`src/rtl/trace_pkg.sv`:
```
// Shared widths, word-index encodings and record field offsets for the commit trace buffer.
package trace_pkg;

  localparam int TRACE_WORD_W = 32;
  localparam int TRACE_REC_W  = 128;

  // Record layout: {WB, ALU_OUT, INSTRUCTION, PC}, PC in the low word.
  localparam int PC_LSB    = 0;
  localparam int INSTR_LSB = 32;
  localparam int ALU_LSB   = 64;
  localparam int WB_LSB    = 96;

  typedef enum logic [1:0] {
    W0 = 2'd0,
    W1 = 2'd1,
    W2 = 2'd2,
    W3 = 2'd3
  } word_idx_e;

endpackage

```
`src/rtl/trace_record_fifo.sv`:
```
// Single-clock record FIFO with wrap-bit pointers; a pop while full frees the slot for a same-edge push.
module trace_record_fifo
  import trace_pkg::*;
#(
  parameter int DEPTH      = 16,
  parameter int ADDR_WIDTH = 4
) (
  input  logic                   clk,
  input  logic                   rst,
  input  logic                   push,
  input  logic [TRACE_REC_W-1:0] din,
  input  logic                   pop,
  output logic                   full,
  output logic                   empty,
  output logic [ADDR_WIDTH:0]    count,
  output logic [TRACE_REC_W-1:0] head
);

  logic [TRACE_REC_W-1:0] mem [DEPTH];
  logic [ADDR_WIDTH:0]    wr_ptr;
  logic [ADDR_WIDTH:0]    rd_ptr;
  logic                   do_push;
  logic                   do_pop;

  assign empty = (wr_ptr == rd_ptr);
  assign full  = (wr_ptr[ADDR_WIDTH-1:0] == rd_ptr[ADDR_WIDTH-1:0]) &&
                 (wr_ptr[ADDR_WIDTH] != rd_ptr[ADDR_WIDTH]);
  assign count = wr_ptr - rd_ptr;
  assign head  = mem[rd_ptr[ADDR_WIDTH-1:0]];

  assign do_pop  = pop & ~empty;
  assign do_push = push & (~full | do_pop);

  always_ff @(posedge clk) begin
    if (rst) begin
      wr_ptr <= '0;
      rd_ptr <= '0;
    end else begin
      if (do_push) wr_ptr <= wr_ptr + 1'b1;
      if (do_pop)  rd_ptr <= rd_ptr + 1'b1;
    end
  end

  // Storage carries no reset; only accepted pushes ever write it.
  always_ff @(posedge clk) begin
    if (do_push) mem[wr_ptr[ADDR_WIDTH-1:0]] <= din;
  end

endmodule

```
`src/rtl/commit_trace_buffer.sv`:
```
// Captures per-commit trace records and drains them one 32-bit word at a time over valid/ready.
//   state | meaning
//   W0    | presenting PC of head record
//   W1    | presenting INSTRUCTION
//   W2    | presenting ALU_OUT
//   W3    | presenting write-back data; transfer pops the record
module commit_trace_buffer
  import trace_pkg::*;
#(
  parameter int DEPTH      = 16,
  parameter int ADDR_WIDTH = 4,
  parameter int DATA_WIDTH = 32
) (
  input  logic                  CLK,
  input  logic                  RST,
  input  logic                  ENABLE,
  input  logic                  TRACE_VALID,
  input  logic [DATA_WIDTH-1:0] PC,
  input  logic [DATA_WIDTH-1:0] INSTRUCTION,
  input  logic [DATA_WIDTH-1:0] ALU_OUT,
  input  logic [DATA_WIDTH-1:0] RD_DATA_WRITE_BACK,
  input  logic                  RD_READY,
  output logic                  RD_VALID,
  output logic [DATA_WIDTH-1:0] RD_DATA,
  output logic                  RD_LAST,
  output logic [ADDR_WIDTH:0]   COUNT,
  output logic                  OVERFLOW,
  input  logic                  CLEAR_OVERFLOW
);

  logic                   push_req;
  logic                   fifo_push;
  logic                   fifo_pop;
  logic                   full;
  logic                   empty;
  logic                   xfer;
  logic                   drop;
  logic [TRACE_REC_W-1:0] rec_in;
  logic [TRACE_REC_W-1:0] head;
  word_idx_e              idx_q;
  word_idx_e              idx_d;

  assign push_req = ENABLE & TRACE_VALID;
  assign rec_in   = {RD_DATA_WRITE_BACK, ALU_OUT, INSTRUCTION, PC};
  assign RD_VALID = ~empty;
  assign xfer     = RD_VALID & RD_READY;
  assign fifo_pop = xfer & (idx_q == W3);
  // A W3 pop on the same edge makes room, so only a push without it is dropped.
  assign drop      = push_req & full & ~fifo_pop;
  assign fifo_push = push_req & ~drop;

  trace_record_fifo #(
    .DEPTH      (DEPTH),
    .ADDR_WIDTH (ADDR_WIDTH)
  ) u_fifo (
    .clk   (CLK),
    .rst   (RST),
    .push  (fifo_push),
    .din   (rec_in),
    .pop   (fifo_pop),
    .full  (full),
    .empty (empty),
    .count (COUNT),
    .head  (head)
  );

  always_ff @(posedge CLK) begin
    if (RST) idx_q <= W0;
    else     idx_q <= idx_d;
  end

  always_comb begin
    idx_d   = idx_q;
    RD_DATA = '0;
    RD_LAST = 1'b0;
    if (xfer) idx_d = word_idx_e'(idx_q + 2'd1);
    if (RD_VALID) begin
      RD_LAST = (idx_q == W3);
      case (idx_q)
        W0:      RD_DATA = head[PC_LSB    +: TRACE_WORD_W];
        W1:      RD_DATA = head[INSTR_LSB +: TRACE_WORD_W];
        W2:      RD_DATA = head[ALU_LSB   +: TRACE_WORD_W];
        default: RD_DATA = head[WB_LSB    +: TRACE_WORD_W];
      endcase
    end
  end

  // A drop and a clear on the same edge leave the flag set.
  always_ff @(posedge CLK) begin
    if (RST)                 OVERFLOW <= 1'b0;
    else if (drop)           OVERFLOW <= 1'b1;
    else if (CLEAR_OVERFLOW) OVERFLOW <= 1'b0;
  end

endmodule
```
`config.mk`:
```
export PLATFORM = sky130hd
export DESIGN_NAME = commit_trace_buffer
export DESIGN_NICKNAME = d
export VERILOG_FILES = /design/src/rtl/trace_pkg.sv /design/src/rtl/trace_record_fifo.sv /design/src/rtl/commit_trace_buffer.sv
export SDC_FILE = /design/constraint.sdc
export NUM_CORES = 2
export LEC_CHECK = 0
export BUFFER_PORTS_ARGS = -buffer_cell sky130_fd_sc_hd__buf_4
export CAP_MARGIN = 20
export CORE_MARGIN = 2
export CORE_UTILIZATION = 55
export DETAILED_ROUTE_END_ITERATION = 10
export GPL_ROUTABILITY_DRIVEN = 0
export PLACE_DENSITY = 0.79
export SKIP_LAST_GASP = 1
export SYNTH_ARGS = -nofsm -noshare
export SYNTH_HDL_FRONTEND = slang
export SYNTH_SLANG_ARGS = --single-unit
```
`constraint.sdc`:
```
create_clock -name CLK -period 12.8 [get_ports CLK]
set_clock_uncertainty 0.05 [all_clocks]
set_input_delay 1.92 -clock CLK [delete_from_list [all_inputs] [get_ports CLK]]
set_output_delay 1.92 -clock CLK [all_outputs]
set_load 0.01 [all_outputs]
```
==> results.sh <==
export IMPL_cts_hold_buf=0
export IMPL_cp_common_cell="sky130_fd_sc_hd__buf_4"
export IMPL_p_switching_mw=2.75
export IMPL_vias=39500
export IMPL_instances_no_fill=5832
export IMPL_powerDensity_mw_per_mm2=152
export IMPL_route_antenna_remaining_nets=0
export IMPL_synthMostInstantiatedCell="sky130_fd_sc_hd__edfxtp_1"
export IMPL_area_delta_synth_final_pct=12.6
export IMPL_critPathSlowestCell="sky130_fd_sc_hd__a2111oi_0"
export IMPL_timing_critical_path_max_delay_family="buffers and inverters"
export IMPL_detailed_place_hpwl_um=98300
export IMPL_cts_setup_buffers=0
export IMPL_power_share_switching_pct=20.3
export IMPL_cell_internal_pwr_mw=10.8
export IMPL_final_nets=3893
export IMPL_vias_in_the_first_global_route=40100
export IMPL_layout_cell_area_non_filler_mm2=0.0889
export IMPL_p_leak_nw=27.7
export IMPL_cts_buffers=197
export IMPL_chipHeight_um=383
export IMPL_max_stage_delay_ns=0.66
export IMPL_min_period_over_period_pct=54.9
export IMPL_ir_drop_worst_vdd_mv=0.134
export IMPL_syn_area_mm2=0.0790
export IMPL_drv_cap=0
export IMPL_most_used_flip_flop_cell_after_synthesis="sky130_fd_sc_hd__edfxtp_1"
export IMPL_worst_slew_pin_transition_ns=1.23
export IMPL_synth_largest_type_area_fraction_pct=77.9
export IMPL_grt_start_max_net_pins=159
export IMPL_syn_area_per_cell_um2=22.6
export IMPL_setup_violations_final=0
export IMPL_clk_network_pwr_share_pct=42.3
export IMPL_post_drt_wl_per_cell_um=34.3
export IMPL_synth_ff_latch_count=2065
export IMPL_max_slew_margin_pct=18.0
export IMPL_globalRoute_totalOverflow=0
export IMPL_hold_class="reg -> reg"
export IMPL_synthArstFlopShare_pct=0
export IMPL_io_buffer_count=173
export IMPL_timing_hold_violations_final=0
export IMPL_post_cts_resize_count=0
export IMPL_startpoint_class="flop"
export IMPL_synth_fp_nets=3643
export IMPL_path_max_fanout=130
export IMPL_power_frac_seq_pct=55.3
export IMPL_setup_tns_ns=0
export IMPL_detailedPlace_worstSlack_ns=6.51
export IMPL_coreArea_mm2=0.143
export IMPL_timing_critical_path_required_ns=10.83
export IMPL_crit_buf_inv=4
export IMPL_postPlaceCellArea_mm2=0.0825
export IMPL_synth_top_cells_by_count="2,048 x sky130_fd_sc_hd__edfxtp_1, 491 x sky130_fd_sc_hd__mux4_2, 147 x sky130_fd_sc_hd__mux2i_1"
export IMPL_worstPathCellList="buf_4 -> buf_4 -> buf_12 -> mux4_2 -> mux2i_1 -> o22ai_1 -> a2111oi_0 -> a21oi_1 -> buf_4"
export IMPL_drcViolationCount=0
export IMPL_clockBufferDepth=3
export IMPL_dieWidth_um=383
export IMPL_critical_path_arrival_ns=5.06
export IMPL_yosysWarnings=0
export IMPL_status="completed"
export IMPL_finalCriticalPeriod_ns=7.03
export IMPL_die_area_mm2=0.147
export IMPL_synth_area_leaders="sky130_fd_sc_hd__edfxtp_1 78%, sky130_fd_sc_hd__mux4_2 14%, sky130_fd_sc_hd__mux2i_1 1.9%"
export IMPL_timing_hold_ws_ns=0.452
export IMPL_pin_count=174
export IMPL_num_rows=139
export IMPL_worst_slack_ns=5.77
export IMPL_clock_root_buffer="sky130_fd_sc_hd__clkbuf_16"
export IMPL_postSynthCellCount=3494
export IMPL_achievable_frequency_ghz=0.142
export IMPL_cts_sinks=2065
export IMPL_grt_util_all_layers_pct=27.4
export IMPL_drt_pass1_iter_count=6
export IMPL_start_util_pct=55.2
export IMPL_drt_wl_total_um=200000
export IMPL_grt_setup_unrepaired="false"
export IMPL_drt_vias_per_instance=6.78
export IMPL_drive_above_1_share_pct=27.3
export IMPL_antenna_found_initial=31
export IMPL_clkSlewWorstSetupHoldPaths_ns=0.07
export IMPL_synthDistinctLibCells=54
export IMPL_synth_top_cell_by_area="sky130_fd_sc_hd__edfxtp_1"
export IMPL_combinational_group_share_of_total_power_pct=2.4
export IMPL_synth_seq_area_share_pct=78.3
export IMPL_cts_htree_levels=4
export IMPL_synth_edff_count=2048
export IMPL_report_final_slew_viol_count=0
export IMPL_first_pass_grt_wire_length_um=285000
export IMPL_dpl_cell_count=5447
export IMPL_tritoncts="done"
export IMPL_timing_worst_setup_path_type="reg -> out"
export IMPL_clk_insertion_delay_late_ns=0.83
export IMPL_cp_capture_type="output port"
export IMPL_first_iter_violations=5687
[flip-flops by register name, summed over array words and instances, names as in the netlist, named ones only]
register,cells
OVERFLOW,1
idx_q,2
u_fifo.mem,2048
u_fifo.rd_ptr,5
u_fifo.wr_ptr,5
[layer usage]
metal / vias to the layer above / routed length (um) / track usage [%]
met5: - / 164 / 0
met4: 28 / 8560 / 12.2
met3: 474 / 22700 / 6.44
met2: 2973 / 98400 / 43.9
met1: 20700 / 70400 / 36.3
li1: 15400 / - / -
[metrics by stage]
stage          power (mW)  utilization [%]
2_1_floorplan        7.73                -
3_3_place_gp         7.92             57.7
3_5_place_dp         7.93             57.7
4_1_cts              13.6             62.1
5_1_grt              13.8             62.1
6_report             13.5             62.1
[power by group through the flow]
stage               clock [mW]  sequential [mW]  combinational, mW
detailed placement           0             7.62              0.311
global placement             0             7.62              0.300
global route              6.01             7.48              0.334
finish                    5.72             7.48              0.318
floorplan                    0             7.63             0.0936
CTS                       5.77             7.48              0.315
[final timing paths]
| check | slack (ns) | end | start | cells after the start |
|---|---|---|---|---|
| worst max-delay path | 5.77 | RD_DATA[4] | flop | 9 |
| worst min-delay path | 0.45 | OVERFLOW | OVERFLOW | 2 |
| worst max register to register | 7.85 | u_fifo.mem[10][5] | u_fifo.wr_ptr[2] | 7 |
| worst min register to register | 0.45 | OVERFLOW | OVERFLOW | 2 |
[area by class of cell]
| cell class | count | area (um2) |
|---|---|---|
| diodes | 14 | 35.0 |
| clock buffers | 237 | 5160 |
| clock inverters | 133 | 1170 |
| fillers | 9125 | 54200 |
| inverters | 13 | 56.3 |
| multi-input cells | 1221 | 16300 |
| flip-flops and latches | 2065 | 61900 |
| well taps | 1903 | 2380 |
| repair buffers | 246 | 1990 |
[cells in the final DEF, fill, tap and decap left out, drive strengths merged, types with 18 or more instances in the layout]
cell,netlist,final
nor3,28,28
clkbuf,92,237
a32oi,21,21
buf,103,246
a2111oi,18,18
edfxtp,2048,2048
nor2,63,63
nand2,116,116
mux2i,147,147
o22ai,37,37
clkinv,1,102
inv,12,21
a21oi,64,64
a22oi,35,35
mux4,491,491
[tightest hold or removal path, delay by kind of cell (launching register included)]
family             cells  cell delay, ns
AOI/OAI and AO/OA      1            0.07
and+or+nand+nor        1            0.07
DFF                    1            0.33
[cells by family after synthesis]
kind of cell	Yosys count	synth area share (%)
flops	2065	78.3
mux	654	16.1
simple gates	280	1.61
compound gates	259	2.31
buf+inv	208	1.30
fa+ha+maj	15	0.247
xor+xnor	13	0.144
No activity file was read; power rests on OpenSTA's default activity.
